==> src/rtl/lifo_fifo_pkg.sv <==
// Shared types for the multi-mode LIFO/FIFO/buffer storage block.
package lifo_fifo_pkg;

  typedef enum logic [1:0] {
    MODE_LIFO   = 2'd0,
    MODE_FIFO   = 2'd1,
    MODE_BUFFER = 2'd2,
    MODE_RSVD   = 2'd3
  } mode_e;

endpackage

==> src/rtl/lifo_fifo_mem.sv <==
// DEPTH x DATA_W storage: one synchronous write port, one asynchronous read port.
module lifo_fifo_mem #(
  parameter int DATA_W = 8,
  parameter int DEPTH  = 16
) (
  input  logic                       i_clk,
  input  logic                       i_wr_en,
  input  logic [$clog2(DEPTH)-1:0]   i_wr_addr,
  input  logic [DATA_W-1:0]          i_wr_data,
  input  logic [$clog2(DEPTH)-1:0]   i_rd_addr,
  output logic [DATA_W-1:0]          o_rd_data
);

  logic [DATA_W-1:0] r_mem [DEPTH];

  always_ff @(posedge i_clk) begin
    if (i_wr_en) r_mem[i_wr_addr] <= i_wr_data;
  end

  assign o_rd_data = r_mem[i_rd_addr];

endmodule

==> src/rtl/lifo_fifo_queue.sv <==
// Multi-mode storage controller: LIFO stack, FIFO queue or registered pass-through,
// selected at run time; a mode change flushes the storage.
module lifo_fifo_queue
  import lifo_fifo_pkg::*;
#(
  parameter int DATA_W   = 8,
  parameter int DEPTH    = 16,
  parameter int AF_LEVEL = DEPTH - 2,
  parameter int AE_LEVEL = 2
) (
  input  logic                         i_clk,
  input  logic                         i_rst_n,
  input  logic [1:0]                   i_mode,
  input  logic                         i_chip_en,
  input  logic                         i_clear,
  input  logic [DATA_W-1:0]            i_din,
  input  logic                         i_push,
  input  logic                         i_pop,
  output logic [DATA_W-1:0]            o_dout,
  output logic                         o_dout_valid,
  output logic                         o_empty,
  output logic                         o_full,
  output logic                         o_almost_empty,
  output logic                         o_almost_full,
  output logic [$clog2(DEPTH+1)-1:0]   o_count,
  output logic                         o_overflow,
  output logic                         o_underflow
);

  localparam int CW = $clog2(DEPTH + 1);
  localparam int PW = $clog2(DEPTH);

  mode_e             r_mode_q;
  logic [CW-1:0]     r_count;
  logic [PW-1:0]     r_wr_ptr;
  logic [PW-1:0]     r_rd_ptr;
  logic [DATA_W-1:0] r_dout;
  logic              r_dout_valid;
  logic              r_overflow;
  logic              r_underflow;

  logic              w_empty;
  logic              w_full;
  logic              w_clear;
  logic              w_mode_chg;
  logic              w_run;
  logic              w_storage;
  logic              w_buf;
  logic              w_push_req;
  logic              w_pop_req;
  logic              w_push_ok;
  logic              w_pop_ok;
  logic              w_push_err;
  logic              w_pop_err;
  logic [CW-1:0]     w_count_nxt;
  logic [PW-1:0]     w_top_idx;
  logic [PW-1:0]     w_wr_addr;
  logic [PW-1:0]     w_rd_addr;
  logic [DATA_W-1:0] w_rd_data;

  function automatic logic [PW-1:0] f_ptr_inc(input logic [PW-1:0] p);
    return (p == PW'(DEPTH - 1)) ? '0 : p + PW'(1);
  endfunction

  assign w_empty = (r_count == '0);
  assign w_full  = (r_count == CW'(DEPTH));

  // Reserved mode ignores clear, but a mode change out of it must still work.
  assign w_clear    = i_chip_en && i_clear && (r_mode_q != MODE_RSVD);
  assign w_mode_chg = i_chip_en && !w_clear && (i_mode != r_mode_q);
  assign w_run      = i_chip_en && !w_clear && !w_mode_chg;
  assign w_storage  = (r_mode_q == MODE_LIFO) || (r_mode_q == MODE_FIFO);
  assign w_buf      = w_run && (r_mode_q == MODE_BUFFER);

  assign w_push_req = w_run && w_storage && i_push;
  assign w_pop_req  = w_run && w_storage && i_pop;
  assign w_pop_ok   = w_pop_req && !w_empty;
  assign w_push_ok  = w_push_req && (!w_full || w_pop_ok);
  assign w_pop_err  = w_pop_req && !w_pop_ok;
  assign w_push_err = w_push_req && !w_push_ok;

  always_comb begin
    w_count_nxt = r_count;
    if (w_push_ok && !w_pop_ok)      w_count_nxt = r_count + CW'(1);
    else if (w_pop_ok && !w_push_ok) w_count_nxt = r_count - CW'(1);
  end

  // In LIFO mode a simultaneous push/pop overwrites the entry just read out.
  assign w_top_idx = PW'(r_count - CW'(1));

  always_comb begin
    w_wr_addr = r_wr_ptr;
    w_rd_addr = r_rd_ptr;
    if (r_mode_q == MODE_LIFO) begin
      w_rd_addr = w_top_idx;
      w_wr_addr = w_pop_ok ? w_top_idx : PW'(r_count);
    end
  end

  lifo_fifo_mem #(
    .DATA_W (DATA_W),
    .DEPTH  (DEPTH)
  ) u_mem (
    .i_clk     (i_clk),
    .i_wr_en   (w_push_ok),
    .i_wr_addr (w_wr_addr),
    .i_wr_data (i_din),
    .i_rd_addr (w_rd_addr),
    .o_rd_data (w_rd_data)
  );

  always_ff @(posedge i_clk or negedge i_rst_n) begin
    if (!i_rst_n) begin
      r_mode_q     <= MODE_LIFO;
      r_count      <= '0;
      r_wr_ptr     <= '0;
      r_rd_ptr     <= '0;
      r_dout       <= '0;
      r_dout_valid <= 1'b0;
      r_overflow   <= 1'b0;
      r_underflow  <= 1'b0;
    end else begin
      r_dout_valid <= w_pop_ok || w_buf;
      if (w_clear) begin
        r_count     <= '0;
        r_wr_ptr    <= '0;
        r_rd_ptr    <= '0;
        r_overflow  <= 1'b0;
        r_underflow <= 1'b0;
      end else if (w_mode_chg) begin
        r_count  <= '0;
        r_wr_ptr <= '0;
        r_rd_ptr <= '0;
        r_mode_q <= mode_e'(i_mode);
      end else if (w_run) begin
        r_count <= w_count_nxt;
        if (w_pop_ok)   r_dout      <= w_rd_data;
        if (w_buf)      r_dout      <= i_din;
        if (w_push_err) r_overflow  <= 1'b1;
        if (w_pop_err)  r_underflow <= 1'b1;
        if (r_mode_q == MODE_FIFO) begin
          if (w_push_ok) r_wr_ptr <= f_ptr_inc(r_wr_ptr);
          if (w_pop_ok)  r_rd_ptr <= f_ptr_inc(r_rd_ptr);
        end
      end
    end
  end

  assign o_dout         = r_dout;
  assign o_dout_valid   = r_dout_valid;
  assign o_count        = r_count;
  assign o_empty        = w_empty;
  assign o_full         = w_full;
  assign o_almost_empty = (r_count <= CW'(AE_LEVEL));
  assign o_almost_full  = (r_count >= CW'(AF_LEVEL));
  assign o_overflow     = r_overflow;
  assign o_underflow    = r_underflow;

endmodule

==> config.mk <==
export PLATFORM = sky130hd
export DESIGN_NAME = lifo_fifo_queue
export DESIGN_NICKNAME = d
export VERILOG_FILES = /design/src/rtl/lifo_fifo_pkg.sv /design/src/rtl/lifo_fifo_mem.sv /design/src/rtl/lifo_fifo_queue.sv
export SDC_FILE = /design/constraint.sdc
export NUM_CORES = 1
export LEC_CHECK = 0
export BUFFER_PORTS_ARGS = -buffer_cell sky130_fd_sc_hd__buf_2
export CAP_MARGIN = 15
export CORE_MARGIN = 10
export CORE_UTILIZATION = 60
export DETAILED_ROUTE_END_ITERATION = 12
export PLACE_DENSITY = 0.8
export SYNTH_ARGS = -nofsm -noshare
export SYNTH_HDL_FRONTEND = slang
export SYNTH_SLANG_ARGS = --single-unit
==> constraint.sdc <==
create_clock -name i_clk -period 7.02 [get_ports i_clk]
set_input_delay 2.106 -clock i_clk [delete_from_list [all_inputs] [get_ports i_clk]]
set_output_delay 2.106 -clock i_clk [all_outputs]
set_load 0.005 [all_outputs]
; ---- Word level (Yosys, flattened, before mapping)
; Memory sizes are Yosys's and may differ from the RTL's.
; Index checks and enable logic that the tools add are counted.
[totals]
reg_bits = 26
ramBits = 128
out_inout_bits = 20
word_cells = 99
memories = 1
[op_classes]
n_addsub = 4
order_cmp = 2
eq_ne = 8
n_mux = 32
n_bitwise = 2
reduce_logical = 42
[memory_table]
columns = name, depth, word_bits, rd, rd_clocked_by_memory_dff, write_ports, line_no
row1 = u_mem.r_mem, 16, 8, 1, 0, 1, lifo_fifo_mem.sv:14  ; logic [DATA_W-1:0] r_mem [DEPTH];
[op_table]
columns = operator, count
row1 = 4-bit two-way mux, 15
row2 = 5-bit two-way mux, 5
row3 = 8-bit two-way mux, 2
row4 = 1-bit logical AND, 15
row5 = 3-bit AND reduction, 4
row6 = 3-bit nonzero test, 4
row7 = 1-bit two-way mux, 10
row8 = 4-bit by 1-bit adder with 4-bit output (second input constant), 2
row9 = 4-bit == test (second input constant), 2
row10 = 2-bit nonzero test, 4
row11 = 1-bit logical NOT, 6
row12 = 5-bit by 1-bit adder with 5-bit output (second input constant), 1
row13 = 5-bit == test (second input constant), 1
row14 = 5-bit by 4-bit >= comparator with 1-bit output (second input constant), 1
row15 = 5-bit by 2-bit <= comparator with 1-bit output (second input constant), 1
row16 = 5-bit logical NOT, 1
row17 = 5-bit by 1-bit subtractor with 5-bit output (second input constant), 1
row18 = 2-bit != test (second input constant), 2
row19 = 2-bit AND reduction, 2
row20 = 4-bit AND reduction, 1
row21 = 4-bit nonzero test, 1
row22 = 1-bit logical OR, 3
row23 = 2-bit by 1-bit == test with 1-bit output (second input constant), 1
row24 = 2-bit == test (second input constant), 1
row25 = other kinds (3), 4

; ---- Logic depth before layout (Yosys ltp)
[depth]
word_depth = 19
depth_mapped = 16
depth_no_buf = 11

; ---- Modules after synthesis
; Synthesis repeated with hierarchy kept, for this count alone.
[hier_totals]
cells_unflattened = 413
hier_area_um2 = 6720.2
[modules_own_cells]
columns = mod, instances, cells_each, area_each_um2
row1 = lifo_fifo_mem, 1, 221, 4987.3
row2 = lifo_fifo_queue, 1, 192, 1732.9

; ---- Worst setup path before layout
; No wires, ideal clock.
[synth_timing]
path_kind = in2reg
start = input i_chip_en
end = memory u_mem.r_mem[13][0], enable pin
setup_time_ns = 0.370
arrival_time_ns = 4.000
t_required_ns = 6.650
setup_slack_ns = 2.650
path_stages = 10
path_buffers = 3
cell_sequence = buf_2 -> nor4b_4 -> and4b_1 -> buf_4 -> inv_4 -> buf_6 -> or3_4 -> a31oi_4 -> o21ai_2 -> nor2_1
[synth_between]
elab_chain_len = 14
elab_cells_between_ends = 17
cone_classes = mux (4) / reduce/logical (13)
[synth_rtl]
columns = item, line_no
row1 = from (decl), lifo_fifo_queue.sv:14  ; input logic i_chip_en,
row2 = 1-bit logical AND (2 in a row), lifo_fifo_queue.sv:69  ; assign w_clear = i_chip_en && i_clear && (r_mode_q != MODE_RSVD);
row3 = 1-bit logical NOT, "lifo_fifo_queue.sv:70, lifo_fifo_queue.sv:71"
row4 = 1-bit logical AND *, "lifo_fifo_queue.sv:70, lifo_fifo_queue.sv:71"
row5 = 1-bit logical AND, lifo_fifo_queue.sv:70  ; assign w_mode_chg = i_chip_en && !w_clear && (i_mode != r_mode_q);
row6 = 1-bit logical NOT, lifo_fifo_queue.sv:71  ; assign w_run = i_chip_en && !w_clear && !w_mode_chg;
row7 = 1-bit logical AND *, lifo_fifo_queue.sv:71
row8 = 1-bit logical AND *, "lifo_fifo_queue.sv:75, lifo_fifo_queue.sv:76"
row9 = 1-bit logical AND, lifo_fifo_queue.sv:76  ; assign w_pop_req = w_run && w_storage && i_pop;
row10 = 1-bit logical AND, lifo_fifo_queue.sv:77  ; assign w_pop_ok = w_pop_req && !w_empty;
row11 = 1-bit logical OR, lifo_fifo_queue.sv:78  ; assign w_push_ok = w_push_req && (!w_full || w_pop_ok);
row12 = 1-bit logical AND, lifo_fifo_queue.sv:78
row13 = 1-bit two-way mux, lifo_fifo_mem.sv:17  ; if (i_wr_en) r_mem[i_wr_addr] <= i_wr_data;
row14 = 1-bit two-way mux (not written as such), lifo_fifo_mem.sv:17
row15 = to (decl), lifo_fifo_mem.sv:14
; Mark *: on every way between the ends. The rest lies on a longest branch, timed or not.

; ---- Worst setup path in the final report
[layout_timing]
start = input i_clear
end = memory u_mem.r_mem[9][5], enable pin
[layout_between]
elab_chain_len = 14
elab_cells_between_ends = 17
cone_classes = mux (4) / reduce/logical (13)
[layout_rtl]
columns = item, line_no
row1 = from (decl), lifo_fifo_queue.sv:15  ; input logic i_clear,
row2 = 1-bit logical AND * (2 in a row), lifo_fifo_queue.sv:69
row3 = 1-bit logical NOT *, "lifo_fifo_queue.sv:70, lifo_fifo_queue.sv:71"
row4 = 1-bit logical AND *, "lifo_fifo_queue.sv:70, lifo_fifo_queue.sv:71"
row5 = 1-bit logical AND, lifo_fifo_queue.sv:70
row6 = 1-bit logical NOT, lifo_fifo_queue.sv:71
row7 = 1-bit logical AND *, lifo_fifo_queue.sv:71
row8 = 1-bit logical AND *, "lifo_fifo_queue.sv:75, lifo_fifo_queue.sv:76"
row9 = 1-bit logical AND, lifo_fifo_queue.sv:76
row10 = 1-bit logical AND, lifo_fifo_queue.sv:77
row11 = 1-bit logical OR, lifo_fifo_queue.sv:78
row12 = 1-bit logical AND, lifo_fifo_queue.sv:78
row13 = 1-bit two-way mux, lifo_fifo_mem.sv:17
row14 = 1-bit two-way mux (not written as such), lifo_fifo_mem.sv:17
; Marks and branches as above.

==> flow_summary.yaml <==
timing:
  post-route-period-util_pct: 70.3
  timing.max_slew.rel_slack_pct: 23.2
  finalSetupViolCount: 0
  final.setup.tns_ns: 0
  rsz0062_at_grt: "no"
  min_period_ns: 4.94
  hold_viol: 0
  drv_slew: 0
  setup_ws_ns: 2.08
  fin_worst_skew_ns: 0.00914
  finalHoldWorstSlack_ns: 0.499
  max_freq_mhz: 203
  worst_pin_slew_ns: 1.15
clock_network:
  ctsResizeCount: 0
  ctsHoldBuffers: 0
  clk-insertion-delay-late_ns: 0.43
  cts_root_buffer: "clkbuf_16"
  cts_tree: "built"
  cts_buffer_depth: 2
  post_cts_buffers: 0
  cts.clk_slew.worst_paths_ns: 0.06
  cts_buffers: 17
  cts_sinks: 154
  htree_levels: 4
min_path:
  hold_depth: 1
  hold_class: "register to register"
critical_path:
  endpoint_kind: "register"
  critPathSlowestCell: "and4b_1"
  worstSetupStartpoint: "i_clear"
  required_ns: 7.08
  reg2reg_from: "o_count[0]"
  slowest_delay_ns: 0.76
  crit_type: "input pin to register"
  worst-path-max-fanout: 18
  ff2ff_path_depth: 9
  reg2reg_to: "u_mem.r_mem[9][5]"
  reg2reg_slack_ns: 2.79
  crit_path_start_kind: "input pin"
  crit_chain: "buf_2, nor4b_4, and4b_1, inv_4, or3_4, a221oi_2, o21ai_1, nor2_1"
  crit_path_end: "u_mem.r_mem[9][5]"
  arrival_ns: 4.99
global_routing:
  grt_pass1_wl_mm: 27.2
  grt_overflow: 0
  grt_max_degree: 37
  grt_pass1_vias: 4933
  antenna_found_initial: 0
  track_usage_pct: 21.5
power:
  p_per_area_nw_per_um2: 292
  finalPower_w: 0.00230
  ir_worst_vdd_uv: 279
  leakage_nw: 2.84
route:
  drt-total-wl_mm: 17.3
  post_drt_via_cell_ratio: 6.67
  via_count: 4949
  drt_pass1_iterations: 7
  routedWlPerCell_microns: 23.3
  drcViolationCount: 0
  ant_nets: 0
  drtIter0Drc: 852
run_status:
  status: "finished, final reports clean"
yosys:
  ys_warn_count: 0
  yosys.area.top_type: "edfxtp_1"
  ys_top_cells_by_area: "edfxtp_1 (55%), dfrtp_1 (9.2%), nand2_1 (4.2%)"
  async_flop_share_pct: 16.9
  synth_ff_type: "edfxtp_1"
  yosysSeqAreaShare_pct: 63.8
  synth_edf_count: 128
  synth_area_sq_um: 7040
  syn_nets: 588
  synthCells: 565
  avgSynthCellArea_sq_um: 12.5
  synth_seq_cells: 154
  synth.distinct_cells: 59
  synth_top_area_share_pct: 54.6
placed_design:
  dpl.hpwl_mm: 11.5
  place_congestion: 0.895
  pre_cts_ws_ns: 1.73
  io_buffers: 35
cells_and_area:
  mostFrequentLayoutCells: "edfxtp_1 (128), nand2_1 (79), nor2_1 (46), nand3_1 (38), buf_2 (35)"
  area_growth_pct: 12.0
  drive_gt1_share_pct: 16.0
  num_antenna_cells: 0
  final_common_cell: "edfxtp_1"
  nets: 609
floorplanning:
  rows: 39
  fp.dieArea_sq_um: 16500
  die_height_microns: 128
  die-width_microns: 128
  io_pins: 36
  core_area_sq_um: 11500
  start_util_pct: 61.4
job:
  cap_violations: 0
-- through the flow --
stage	utilization (%)	instances	area, sq um
after global placement	63.1	709	7230
after global routing	68.8	742	7880
after floorplan	-	565	7040
final	68.8	742	7880
after detailed placement	63.1	709	7230
after CTS	68.7	741	7880
-- per-layer routing --
metal  wire length [microns]  GRT usage [%]
met5                       0              0
met4                     597           9.67
met3                    1670           5.63
met2                    8370           34.9
met1                    6670           26.7
-- area by class of cell --
| type | instances | area (sq um) |
|---|---|---|
| clock buffer | 17 | 425 |
| clock inverter | 15 | 220 |
| fill | 752 | 3580 |
| inverter | 11 | 43.8 |
| multi-input combinational | 365 | 2330 |
| sequential | 154 | 4490 |
| tap | 143 | 179 |
| timing repair buffer | 37 | 190 |
-- where the power goes --
part / switching [W] / internal, W / total [W]
Sequential: 0.0000283 / 0.00101 / 0.00104
Combinational: 0.000176 / 0.0000977 / 0.000273
Clock: 0.000358 / 0.000631 / 0.000989
-- Yosys cell counts (all sizes together), types with 2 or more instances --
master	instances
edfxtp	128
nand2	79
nor2	46
nand3	38
o21ai	36
a221oi	30
dfrtp	26
a31oi	21
buf	21
mux2i	18
clkbuf	14
a21oi	11
inv	11
nand4	8
ha	7
nor3b	6
o31ai	6
a21o	5
nor3	5
or3	4
a311oi	3
and2	3
and3	3
nand2b	3
nor4b	3
xnor2	3
a211oi	2
a32o	2
nand4bb	2
o21a	2
or4	2
xor2	2
-- registers in the layout, summed over array words and instances (netlist names) --
| name | cells |
|---|---|
| o_underflow | 1 |
| o_dout_valid | 1 |
| o_dout | 8 |
| o_overflow | 1 |
| u_mem.r_mem | 128 |
| r_mode_q | 2 |
| r_wr_ptr | 4 |
| o_count | 5 |
| r_rd_ptr | 4 |
-- cells by family (layout without fill, tap and decap cells) --
| family | count (synthesis) | in the layout | synth area share [%] |
|---|---|---|---|
| AOI/OAI and AO/OA | 128 | 128 | 14.0 |
| xor gates and xnor gates | 5 | 5 | 0.622 |
| adders and majority gates | 7 | 7 | 1.24 |
| buffers and inverters | 46 | 80 | 3.31 |
| DFF | 154 | 154 | 63.8 |
| muxes | 18 | 18 | 2.56 |
| and+or+nand+nor | 207 | 207 | 14.5 |
-- worst max-delay path: cells and delay by family --
family / cells / cell delay, ns
AOI/OAI and AO/OA: 2 / 0.44
buffers and inverters: 2 / 0.33
and+or+nand+nor: 4 / 2.11
-- worst min path at each step --
stage                startpoint     endpoint  slack (ns)
CTS                 o_underflow  o_underflow        0.51
global route        o_underflow  o_underflow        0.52
floorplan           r_rd_ptr[3]  r_rd_ptr[3]        0.46
detailed placement  o_underflow  o_underflow        0.49
finish              o_underflow  o_underflow        0.50
global placement    o_underflow  o_underflow        0.47
Power figures use the tool's default switching activity.
